===== src/rtl/io_periph_bank.sv =====
// Memory-mapped I/O bank: GPIO out/in, compare timer with level interrupt,
// and an 8N1 UART transmitter fed by a small byte FIFO.
module io_periph_bank #(
    parameter int TX_DEPTH     = 4,
    parameter int TX_DEPTH_LOG = 2,
    parameter int CLKS_PER_BIT = 16
) (
    input  logic        clk,
    input  logic        reset,
    input  logic [7:0]  io_addr,
    input  logic        io_en,
    input  logic        io_we,
    input  logic [31:0] io_data_write,
    output logic [31:0] io_data_read,
    input  logic [31:0] gpio_in,
    output logic [31:0] gpio_out,
    output logic        uart_tx,
    output logic        irq
);
    localparam logic [5:0] A_GPIO_OUT = 6'd0;
    localparam logic [5:0] A_GPIO_IN  = 6'd1;
    localparam logic [5:0] A_COUNT    = 6'd2;
    localparam logic [5:0] A_CMP      = 6'd3;
    localparam logic [5:0] A_CTRL     = 6'd4;
    localparam logic [5:0] A_UDATA    = 6'd5;
    localparam logic [5:0] A_USTAT    = 6'd6;
    localparam logic [5:0] A_UDIV     = 6'd7;
    localparam logic [TX_DEPTH_LOG:0] FULL_CNT = (TX_DEPTH_LOG+1)'(TX_DEPTH);

    typedef enum logic [1:0] {S_IDLE, S_START, S_DATA, S_STOP} tx_state_t;

    logic [5:0]  sel_s;
    logic        wr_s;
    logic [31:0] gpio_out_q, sync1_q, sync2_q;
    logic [31:0] tmr_cnt_q, tmr_cnt_d, tmr_cmp_q, tmr_cmp_d;
    logic        tmr_en_q, tmr_en_d, tmr_aclr_q, tmr_aclr_d;
    logic        tmr_irqen_q, tmr_irqen_d, tmr_match_q, tmr_match_d, irq_q;
    logic [7:0]  fifo_mem_q [TX_DEPTH];
    logic [TX_DEPTH_LOG-1:0] wr_ptr_q, rd_ptr_q;
    logic [TX_DEPTH_LOG:0]   fifo_cnt_q, fifo_cnt_d;
    logic        full_s, empty_s, push_s, push_ok_s, pop_s, ovf_q, ovf_d;
    logic [15:0] div_q, baud_q, period_m1_s;
    tx_state_t   state_q;
    logic [7:0]  shift_q;
    logic [2:0]  bit_idx_q;
    logic        tx_q;

    assign sel_s     = io_addr[7:2];
    assign wr_s      = io_en & io_we;
    assign full_s    = (fifo_cnt_q == FULL_CNT);
    assign empty_s   = (fifo_cnt_q == '0);
    assign push_s    = wr_s && (sel_s == A_UDATA);
    assign push_ok_s = push_s && !full_s;
    // A byte leaves the FIFO when the transmitter starts a frame, either from idle or straight out of a stop bit.
    assign pop_s     = !empty_s && ((state_q == S_IDLE) ||
                                    ((state_q == S_STOP) && (baud_q == 16'd0)));
    assign period_m1_s = (div_q == 16'd0) ? 16'd0 : div_q - 16'd1;

    assign gpio_out = gpio_out_q;
    assign uart_tx  = tx_q;
    assign irq      = irq_q;

    // Read mux: zero when idle or for unmapped / write-only offsets.
    always_comb begin
        io_data_read = 32'd0;
        if (io_en) begin
            case (sel_s)
                A_GPIO_OUT: io_data_read = gpio_out_q;
                A_GPIO_IN:  io_data_read = sync2_q;
                A_COUNT:    io_data_read = tmr_cnt_q;
                A_CMP:      io_data_read = tmr_cmp_q;
                A_CTRL:     io_data_read = {23'd0, tmr_match_q, 5'd0, tmr_irqen_q, tmr_aclr_q, tmr_en_q};
                A_USTAT:    io_data_read = {16'd0, 8'(fifo_cnt_q), 4'd0, ovf_q, (state_q != S_IDLE), empty_s, full_s};
                A_UDIV:     io_data_read = {16'd0, div_q};
                default:    io_data_read = 32'd0;
            endcase
        end else begin
            io_data_read = 32'd0;
        end
    end

    // Timer next state; a COUNT write suppresses that cycle's compare, and a new match beats W1C.
    always_comb begin
        tmr_cnt_d   = tmr_cnt_q;
        tmr_cmp_d   = tmr_cmp_q;
        tmr_en_d    = tmr_en_q;
        tmr_aclr_d  = tmr_aclr_q;
        tmr_irqen_d = tmr_irqen_q;
        tmr_match_d = tmr_match_q;
        if (wr_s && (sel_s == A_CMP)) begin
            tmr_cmp_d = io_data_write;
        end else begin
            tmr_cmp_d = tmr_cmp_q;
        end
        if (wr_s && (sel_s == A_CTRL)) begin
            tmr_en_d    = io_data_write[0];
            tmr_aclr_d  = io_data_write[1];
            tmr_irqen_d = io_data_write[2];
            if (io_data_write[8]) begin
                tmr_match_d = 1'b0;
            end else begin
                tmr_match_d = tmr_match_q;
            end
        end else begin
            tmr_en_d = tmr_en_q;
        end
        if (wr_s && (sel_s == A_COUNT)) begin
            tmr_cnt_d = io_data_write;
        end else if (tmr_en_q) begin
            if (tmr_cnt_q == tmr_cmp_q) begin
                tmr_match_d = 1'b1;
                tmr_cnt_d   = tmr_aclr_q ? 32'd0 : tmr_cnt_q + 32'd1;
            end else begin
                tmr_cnt_d = tmr_cnt_q + 32'd1;
            end
        end else begin
            tmr_cnt_d = tmr_cnt_q;
        end
    end

    // FIFO occupancy and overflow flag; a push while full is dropped even if a pop happens.
    always_comb begin
        fifo_cnt_d = fifo_cnt_q;
        case ({push_ok_s, pop_s})
            2'b10:   fifo_cnt_d = fifo_cnt_q + 1'b1;
            2'b01:   fifo_cnt_d = fifo_cnt_q - 1'b1;
            default: fifo_cnt_d = fifo_cnt_q;
        endcase
        ovf_d = ovf_q;
        if (push_s && full_s) begin
            ovf_d = 1'b1;
        end else if (wr_s && (sel_s == A_USTAT) && io_data_write[3]) begin
            ovf_d = 1'b0;
        end else begin
            ovf_d = ovf_q;
        end
    end

    // Register file, timer, synchronizer and FIFO bookkeeping.
    always_ff @(posedge clk) begin
        if (reset) begin
            gpio_out_q  <= 32'd0;
            sync1_q     <= 32'd0;
            sync2_q     <= 32'd0;
            tmr_cnt_q   <= 32'd0;
            tmr_cmp_q   <= 32'd0;
            tmr_en_q    <= 1'b0;
            tmr_aclr_q  <= 1'b0;
            tmr_irqen_q <= 1'b0;
            tmr_match_q <= 1'b0;
            irq_q       <= 1'b0;
            div_q       <= 16'(CLKS_PER_BIT);
            wr_ptr_q    <= '0;
            rd_ptr_q    <= '0;
            fifo_cnt_q  <= '0;
            ovf_q       <= 1'b0;
        end else begin
            if (wr_s && (sel_s == A_GPIO_OUT)) gpio_out_q <= io_data_write;
            if (wr_s && (sel_s == A_UDIV))     div_q      <= io_data_write[15:0];
            sync1_q     <= gpio_in;
            sync2_q     <= sync1_q;
            tmr_cnt_q   <= tmr_cnt_d;
            tmr_cmp_q   <= tmr_cmp_d;
            tmr_en_q    <= tmr_en_d;
            tmr_aclr_q  <= tmr_aclr_d;
            tmr_irqen_q <= tmr_irqen_d;
            tmr_match_q <= tmr_match_d;
            irq_q       <= tmr_match_d & tmr_irqen_d;
            if (push_ok_s) wr_ptr_q <= wr_ptr_q + 1'b1;
            if (pop_s)     rd_ptr_q <= rd_ptr_q + 1'b1;
            fifo_cnt_q  <= fifo_cnt_d;
            ovf_q       <= ovf_d;
        end
    end

    // FIFO storage; contents are meaningless while the count is zero, so no reset.
    always_ff @(posedge clk) begin
        if (push_ok_s) fifo_mem_q[wr_ptr_q] <= io_data_write[7:0];
    end

    // UART TX FSM; the bit period is reloaded from UART_DIV at every bit boundary.
    always_ff @(posedge clk) begin
        if (reset) begin
            state_q   <= S_IDLE;
            tx_q      <= 1'b1;
            baud_q    <= 16'd0;
            bit_idx_q <= 3'd0;
            shift_q   <= 8'd0;
        end else begin
            case (state_q)
                S_IDLE: begin
                    if (pop_s) begin
                        state_q <= S_START;
                        shift_q <= fifo_mem_q[rd_ptr_q];
                        baud_q  <= period_m1_s;
                        tx_q    <= 1'b0;
                    end else begin
                        tx_q    <= 1'b1;
                    end
                end
                S_START: begin
                    if (baud_q != 16'd0) begin
                        baud_q <= baud_q - 16'd1;
                    end else begin
                        state_q   <= S_DATA;
                        baud_q    <= period_m1_s;
                        tx_q      <= shift_q[0];
                        shift_q   <= {1'b0, shift_q[7:1]};
                        bit_idx_q <= 3'd0;
                    end
                end
                S_DATA: begin
                    if (baud_q != 16'd0) begin
                        baud_q <= baud_q - 16'd1;
                    end else if (bit_idx_q == 3'd7) begin
                        state_q <= S_STOP;
                        baud_q  <= period_m1_s;
                        tx_q    <= 1'b1;
                    end else begin
                        baud_q    <= period_m1_s;
                        tx_q      <= shift_q[0];
                        shift_q   <= {1'b0, shift_q[7:1]};
                        bit_idx_q <= bit_idx_q + 3'd1;
                    end
                end
                S_STOP: begin
                    if (baud_q != 16'd0) begin
                        baud_q <= baud_q - 16'd1;
                    end else if (pop_s) begin
                        state_q <= S_START;
                        shift_q <= fifo_mem_q[rd_ptr_q];
                        baud_q  <= period_m1_s;
                        tx_q    <= 1'b0;
                    end else begin
                        state_q <= S_IDLE;
                        tx_q    <= 1'b1;
                    end
                end
                default: begin
                    state_q <= S_IDLE;
                    tx_q    <= 1'b1;
                end
            endcase
        end
    end
endmodule

===== config.mk =====
export PLATFORM = sky130hd
export DESIGN_NAME = io_periph_bank
export DESIGN_NICKNAME = d
export VERILOG_FILES = /design/src/rtl/io_periph_bank.sv
export SDC_FILE = /design/constraint.sdc
export NUM_CORES = 1
export LEC_CHECK = 0
export BUFFER_PORTS_ARGS = -buffer_cell sky130_fd_sc_hd__buf_2
export CAP_MARGIN = 20
export CELL_PAD_IN_SITES_DETAIL_PLACEMENT = 1
export CELL_PAD_IN_SITES_GLOBAL_PLACEMENT = 2
export CORE_MARGIN = 8
export CORE_UTILIZATION = 32
export DETAILED_ROUTE_END_ITERATION = 8
export PLACE_DENSITY_LB_ADDON = 0.1
export SETUP_SLACK_MARGIN = 0.15
export SYNTH_ARGS = -nofsm -noshare
export SYNTH_HDL_FRONTEND = slang
export SYNTH_SLANG_ARGS = --single-unit

===== constraint.sdc =====
create_clock -name clk -period 3.17 [get_ports clk]
set_input_delay 0.1585 -clock clk [delete_from_list [all_inputs] [get_ports clk]]
set_output_delay 0.1585 -clock clk [all_outputs]
set_load 0.1 [all_outputs]

# After elaboration in Yosys (flattened, before gate mapping)
# Memories as Yosys holds them, arrays and structs flattened. A register that Yosys moved wholly into a read port is not among the register bits.
# Cells that the tools add are included.
[word_totals]
regBits = 219
mem_bits_rw = 32
out_inout_bits = 66
wordCells = 130
memories = 1
[memory_table]
columns = ["memory", "words", "width", "rd", "rd_clocked_by_memory_dff", "write_ports", "line_no", "source"]
rows = [
  ["fifo_mem_q", 4, 8, 1, 1, 1, "38", "logic [7:0] fifo_mem_q [TX_DEPTH];"],
]
[classes]
add_sub_neg = 8
n_eq_ne = 21
n_mux = 47
n_bitwise = 2
n_reduce_logical = 31
[ops]
columns = ["operator", "n"]
rows = [
  ["$pmux W32 S7", 1],
  ["$mux W32", 5],
  ["$mux W16", 4],
  ["$pmux W16 S3", 1],
  ["$mux W8", 5],
  ["$add A32 B1 Y32 const B", 1],
  ["$eq A32 B32 Y1", 1],
  ["$logic_not A16 Y1", 2],
  ["$pmux W8 S4", 1],
  ["$sub A16 B1 Y16 const B", 2],
  ["$eq A6 B3 Y1 const B", 4],
  ["$mux W1", 16],
  ["$reduce_bool A16 Y1", 1],
  ["$mux W2", 7],
  ["$eq A6 B2 Y1 const B", 2],
  ["$logic_and A1 B1 Y1", 12],
  ["$ne A2 B2 Y1 const B", 6],
  ["$pmux W3 S2", 2],
  ["$reduce_bool A2 Y1", 5],
  ["$mux W3", 3],
  ["$pmux W2 S4", 1],
  ["$reduce_and A4 Y1", 2],
  ["$add A3 B1 Y3 const B", 2],
  ["$eq A2 B2 Y1 const B", 3],
  ["other kinds (15)", 20],
]

# Depth between registers and ports, before layout
# Gate-level depths: netlist (run 1).
[logic_depth]
word_depth = 7
mapped_depth = 13
depth_no_buf = 12

# Worst setup path after synthesis (run 1)
# OpenSTA, ideal clock, no wires.
[synth_timing]
kind = "input port to output port"
from = "input port io_addr[5]"
to = "output port io_data_read[21]"
arrival_ps = 3308
setup_slack_ps = -296
stages = 7
path_buffers = 3
path_cell_list = "or4_1 clkbuf_1 nor2_1 clkbuf_1 clkbuf_1 a22oi_1 a21oi_1"
[synth_between]
elab_chain_len = 3
elab_cells_between_ends = 9
[synth_rtl]
columns = ["element", "line_no", "source"]
rows = [
  ["start: declaration", "10", "input logic [7:0] io_addr,"],
  ["$eq A6 B3 Y1 (tied with other cells)", "67", "case (sel_s)"],
  ["$pmux W32 S7 *", "67", ""],
  ["$mux W32 *", "66", "if (io_en) begin"],
  ["end: declaration", "14", "output logic [31:0] io_data_read,"],
]
# Every way passes the cells marked *; elsewhere a longest branch is shown, timed or not.

# Worst setup path after layout (run 1)
[layout_timing]
from = "register baud_q[12]"
to = "register fifo_cnt_q[2]"
[layout_between]
elab_chain_len = 6
elab_cells_between_ends = 8
[layout_rtl]
columns = ["element", "line_no", "source"]
rows = [
  ["start: declaration", "42", "logic [15:0] div_q, baud_q, period_m1_s;"],
  ["start signal: assignment", "195", "baud_q <= period_m1_s;"],
  ["start signal: assignment", "203", "baud_q <= baud_q - 16'd1;"],
  ["start signal: assignment", "206", "baud_q <= period_m1_s;"],
  ["$logic_not A16 Y1 *", "56", "((state_q == S_STOP) && (baud_q == 16'd0)));"],
  ["$logic_and A1 B1 Y1 *", "56", ""],
  ["$logic_or A1 B1 Y1 *", "55", "assign pop_s = !empty_s && ((state_q == S_IDLE) ||"],
  ["$logic_and A1 B1 Y1 *", "55", ""],
  ["$eq A2 B1 Y1 / $eq A2 B2 Y1 (equally long branches)", "124", "case ({push_ok_s, pop_s})"],
  ["$pmux W3 S2 / $reduce_bool A2 Y1 (equally long branches)", "-", ""],
  ["end signal: assignment", "171", "fifo_cnt_q <= fifo_cnt_d;"],
  ["end: declaration", "40", "logic [TX_DEPTH_LOG:0] fifo_cnt_q, fifo_cnt_d;"],
]
# Marks and branches as above.
# A chain may end at the register's enable or synchronous reset.

==> run metrics, run 1 <==
asr flop ratio synth 0; DR vias 11279; pre-CTS WS about 0.15 ns; DRT antenna net count 0; clock slew at reported path FFs ~0.060 ns; port bufs 139; worst hold-check path type input port to register; worst r2r src baud_q[12]; largest net degree at the start of global routing between 90 and 100; Lkg Pwr about 0.0058 uW; combinational power share 0.301; CP delay by family, top simple AND/OR/NAND/NOR gates; Fin. Hold Viols 0; Horiz. Die Dim between 200 and 250 um; crit share post-route 0.9180; largest area contributor in the netlist dfxtp_1; Overflow after GRT 0; die area ~0.044 mm2; maximum VDD drop 0.4244 mV; cell-internal power between 6000 and 7000 uW; sequential power share 0.343; Clock Power Share 0.355; setup ws final 0.2598 ns; Max FO, Critical Path 2; I/O pins 142; Residual DRC 0; skew final around 0.0075 ns; hold path startpoint reset; initial antenna violation count 4; GP Congestion about 0.82; CTS Buffer Depth 3; cell mode on critical path or4_4; worst slew pin tran between 0.9 and 1 ns; routed wire length 47670 um; Vias/cell 5.231; area delta synth->final 31.14%; share of cells above drive strength 1 0.1977; Synth cell types 62; minimum clock period 2.910 ns; Crit. Startpoint baud_q[12]; #FFs+latches synth between 200 and 300; RSZ-0062 raised after global routing false; CTS buffer count 31; crit path DAT around 3.4 ns; Synth Instances around 1400; Fmax between 300 and 400 MHz; Initial Utilization 0.3235; Startpoint Class register; Post-synth EDFFs 32; switching pwr 3499 uW; slowest stage delay, CP 0.53 ns; top-area cell type share of the netlist area 0.3648; gr usage total 0.2115; status completed; Worst path slowest cell or4_4; first-pass GRT wire length 73160 um; DRT iter0 DRCs 549; vias in the first global route about 12000; synthesized net count 1520; clock sink total 253; CP Cell Sequence or4_4 -> or4_4 -> o31a_1 -> clkinv_4 -> ha_2 -> inv_1 -> fa_2 -> xor2_1 -> or3_1 -> a21oi_2; sequential share of the synthesized area 0.4440; relative slew slack 0.3499; WP buf/inv 2; Routed wire per std cell 22.11 um; Final #Nets about 1700; Ys Warns 0; Chip Height ~210 um; Rows 71; Syn Std Cell Area 0.01213 mm2; WS Path Type register to register; CORE AREA roughly 0.037 mm2; crit end category register; Worst Path Required around 3.7 ns; Sw Ratio 0.3396; Synth area leaders dfxtp_1, edfxtp_1, nand2_1; # setup viols final 0; Setup TNS Final 0 ns; Root Buffer clkbuf_16; Post-Syn Area per Cell 8.505 um2; top_reg_cell synth dfxtp_1; Final HPWL DP 34390 um; later-pin clock latency in the skew report about 0.57 ns; P per Cell Area 647.8 mW/mm2; DRT Pass-1 Iters 5; Max-Cap Viols 0; final count of pins violating max slew 0; H-tree depth 1; CTS tree built
-- path summary, 6_finish.rpt --
path | endpoint | slack (ns) | depth (start not counted)
worst max-delay path | fifo_cnt_q[2] | 0.26 | 10
worst min-delay path | sync1_q[8] | 0.12 | 2
worst max register to register | fifo_cnt_q[2] | 0.26 | 10
worst min register to register | sync2_q[11] | 0.43 | 1
-- power groups by stage --
| stage | Combinational, uW | Clock (uW) | Sequential (uW) |
|---|---|---|---|
| after floorplan | 2100 | 0 | 3560 |
| after global placement | 3000 | 0 | 3600 |
| final | 3100 | 3660 | 3540 |
| after detailed placement | 3000 | 0 | 3610 |
| after global routing | 3450 | 3870 | 3560 |
| after CTS | 3140 | 3750 | 3540 |
-- per-stage QoR --
step	utilization	hold slack [ns]	cells	instance area, um2	total power (uW)
after floorplan	-	0.2574	1426	12240	5652
after global placement	0.3784	0.3699	2031	14190	6603
after detailed placement	0.3784	0.3747	2031	14190	6613
after CTS	0.4239	0.1232	2155	15890	10420
after global routing	0.4242	0.1474	2156	15900	10870
final	0.4242	0.1227	2156	15900	10300
-- layout by cell type (no fill, tap or decap), types with 51 or more instances in the layout --
master / count
a22oi_1: 57
buf_4: 59
dfxtp_1: 219
xor2_1: 51
dlygate4sd3_1: 64
nor2_1: 85
buf_2: 106
a21oi_1: 133
nor2b_1: 70
nand2_1: 244
-- timing repair --
| item | in CTS | in global routing |
|---|---|---|
| pin swaps | 4 | 2 |
| hold buffers | 64 | 0 |
| endpoints found under the hold margin | 169 | 0 |
| gates resized for setup | 2 | 3 |
| endpoints found under the setup margin | 1 | 3 |
| setup buffers | 3 | 0 |
-- registers in the layout, summed over array words and instances, names as in the netlist, 8 cells and up, named ones only --
signal and cells:
tmr_cmp_q 32, shift_q 8, baud_q 16, tmr_cnt_q 32, fifo_mem_q 32, sync1_q 32, gpio_out 32, div_q 16
sync2_q 32
-- final cells by class --
cell class / instances / area (um2)
Sequential cell: 253 / 5388
Timing Repair Buffer: 267 / 2366
Clock buffer: 36 / 834.6
Fill cell: 4381 / 21580
Clock inverter: 21 / 205.2
Multi-Input combinational cell: 1042 / 6370
Antenna cell: 1 / 2.502
Tap cell: 511 / 639.4
Inverter: 25 / 98.84
-- routing by layer --
metal | track usage | vias to the layer above | share of wire
met1 | 0.2576 | 5618 | 0.43
met4 | 0.05478 | 6 | 0.026
met5 | 0 | - | 0.00082
met2 | 0.3847 | 159 | 0.51
li1 | - | 5414 | -
met3 | 0.03145 | 82 | 0.031
-- cells by family after synthesis --
logic type,share of synthesized area
DFF,0.4440
and+or+nand+nor,0.2262
AOI/OAI and AO/OA,0.1794
buffers and inverters,0.04240
muxes,0.03023
adders and majority gates,0.01919
xor gates and xnor gates,0.05850
-- Yosys cell counts, types with 7 or more instances --
master      n
nand2_1   244
dfxtp_1   221
a21oi_1   157
clkbuf_1   98
nor2_1     87
nor2b_1    70
a22oi_1    57
xor2_1     51
edfxtp_1   32
o21ai_0    32
nor3_1     31
xnor2_1    30
nand3_1    27
and3_1     25
inv_1      24
o22ai_1    21
nor4_1     19
ha_1       17
or3_1      15
nand4_1    14
mux2i_1    13
a22o_1     12
a221oi_1    9
and2_1      9
mux4_2      8
nand2b_1    7
(Power assumes the default switching activity.)
==> run 2: changes to the inputs <==
==> constraint.sdc (replaced) <==
create_clock -name clk -period 3.17 [get_ports clk]
set_input_delay 0.1585 -clock clk [delete_from_list [all_inputs] [get_ports clk]]
set_output_delay 0.1585 -clock clk [all_outputs]
set_load 0.02 [all_outputs]
==> run 2 against run 1 <==
Compared with the run above:
- maximum frequency shrank 0.94%
- sequential power is essentially flat
- hold slack lost 0.010 ns
- die area is the same
- first-iteration DRC count grew 4.4%
- via count shrank 0.92%
- clock skew grew 0.023 ns
- critical path type unchanged
- critical endpoint unchanged
- highest routed layer is now met4
==> run metrics, run 2 (same netlist as run 1, synthesis figures left out) <==
Fin. Hold Viols 0; Initial Utilization 0.3235; GP Congestion approximately 0.8; crit share post-route 0.9268; post-route total power 10310 uW; R2R depth 10; CTS buffer count 31; Lkg Pwr 0.005723 uW; Crit path depth 10; skew final 0.03060 ns; Crit. Startpoint baud_q[12]; Final #Nets 1709; combinational power share 0.312; status completed; clock slew at reported path FFs approximately 0.070 ns; share of cells above drive strength 1 0.1769; clock sink total 253; Chip Height 210.7 um; worst hold-check path type input port to register; crit end category register; CTS tree built; CP delay by family, top simple AND/OR/NAND/NOR gates; Worst Path Required 3.68 ns; sequential power share 0.343; Residual DRC 0; commonest non-fill, non-tap cells in the layout nand2_1, dfxtp_1, a21oi_1; worst r2r src baud_q[12]; die area roughly 0.044 mm2; H-tree depth 1; CP endpoint fifo_cnt_q[2]; Overflow after GRT 0; Vias/cell 5.198; initial antenna violation count 0; WS Path Type register to register; P per Cell Area a little under 700 mW/mm2; Filler cells roughly 4400; crit path DAT 3.45 ns; CTS Buffer Depth 3; DRT Pass-1 Iters 5; routed wire length 47170 um; relative slew slack 0.3309; commonest non-fill, non-tap cell in the layout nand2_1; later-pin clock latency in the skew report 0.60 ns; maximum VDD drop 0.4437 mV; Clock Power Share 0.345; worst reg2reg endpoint fifo_cnt_q[2]; DRT antenna net count 0; largest net degree at the start of global routing 131; vias in the first global route around 12000; cell-internal power slightly below 7000 uW; port bufs ~140; slowest stage delay, CP 0.53 ns; Sw Ratio 0.3381; cell mode on critical path or4_4; GR peak layer met2; Horiz. Die Dim approximately 210 um; Rows 71; Placed Instances 2026; CORE AREA 0.03749 mm2; I/O pins 142; area delta synth->final 25.90%; switching pwr 3486 uW; Fmax 340.4 MHz; Root Buffer clkbuf_16; # setup viols final 0; Final HPWL DP 33620 um; Global Route met1 Usage 0.2552; FF-to-FF setup slack between 0.2 and 0.25 ns; minimum clock period 2.938 ns; CP Cell Sequence or4_4 -> or4_4 -> o31a_1 -> clkinv_4 -> ha_4 -> inv_1 -> fa_2 -> xor2_1 -> or3_1 -> a21oi_2; met2 GRT Util 0.3694; Startpoint Class register; worst slew pin tran 0.9960 ns; Setup TNS Final 0 ns; first-pass GRT wire length 72390 um; DR vias 11175; DRT iter0 DRCs 573; final count of pins violating max slew 0; # diodes 0; Final Non-Filler Cells 2150; Max-Cap Viols 0; gr usage total 0.2091; M3 GR Usage 0.03220; RSZ-0062 raised after global routing true; Max FO, Critical Path 4; Routed wire per std cell 21.94 um; Worst path slowest cell or4_4; WP buf/inv 2
-- run 2: cell types whose count changed in the layout (fill, tap and decap cells not counted), moves of 2 or more --
cell	delta
a21oi_1	+23
buf_4	-5
buf_12	-32
a31oi_2	-2
clkbuf_1	+3
a21oi_2	-23
buf_2	+32
clkinvlp_4	-2
a31oi_1	+2
-- run 2: cell type report --
class,count,area (um2),share of cell area
Clock inverter,18,175.2,0.01147
Multi-Input combinational cell,1042,6274,0.4109
Inverter,25,98.84,0.006474
Sequential cell,253,5388,0.3529
Clock buffer,39,845.8,0.05540
Timing Repair Buffer,262,1848,0.1210
Tap cell,511,639.4,0.04187
-- run 2: repair_timing --
item	4_1_cts	5_1_grt
endpoints found under the setup margin	1	4
pin swaps	3	4
gates resized for setup	4	2
hold buffers	64	0
endpoints found under the hold margin	168	0
buffers inserted	3	0
-- run 2: per-stage QoR --
stage	cell area (um2)	setup WS, ns	hold WS, ns	utilization
3_5_place_dp	13560	0.1481	0.3732	0.3618
3_3_place_gp	13560	0.1476	0.3698	0.3618
6_report	15270	0.2321	0.1127	0.4073
4_1_cts	15260	0.1692	0.07424	0.4071
2_1_floorplan	12140	0.1587	0.2574	-
5_1_grt	15270	0.1215	0.1045	0.4073
-- run 2: worst min path at each step --
stage,endpoint,startpoint,cells past startpoint,slack (ns)
finish,tmr_irqen_q,reset,2,0.11
global route,tmr_irqen_q,reset,2,0.10
CTS,tmr_irqen_q,reset,2,0.07
detailed placement,sync1_q[26],gpio_in[26],2,0.37
global placement,sync1_q[1],gpio_in[1],2,0.37
floorplan,fifo_mem_q[0][0],io_data_write[0],0,0.26
-- run 2: per-layer routing --
layer	vias to the layer above	share of wire
li1	5390	-
met1	5520	0.43
met2	179	0.50
met3	86	0.033
met4	0	0.036
met5	-	0
-- run 2: power by group through the flow --
stage,clock network [uW],logic (uW),registers [uW]
6_report,3560,3220,3540
5_1_grt,3800,3540,3560
4_1_cts,3660,3220,3540
3_5_place_dp,0,3050,3610
3_3_place_gp,0,3030,3600
2_1_floorplan,0,2090,3540
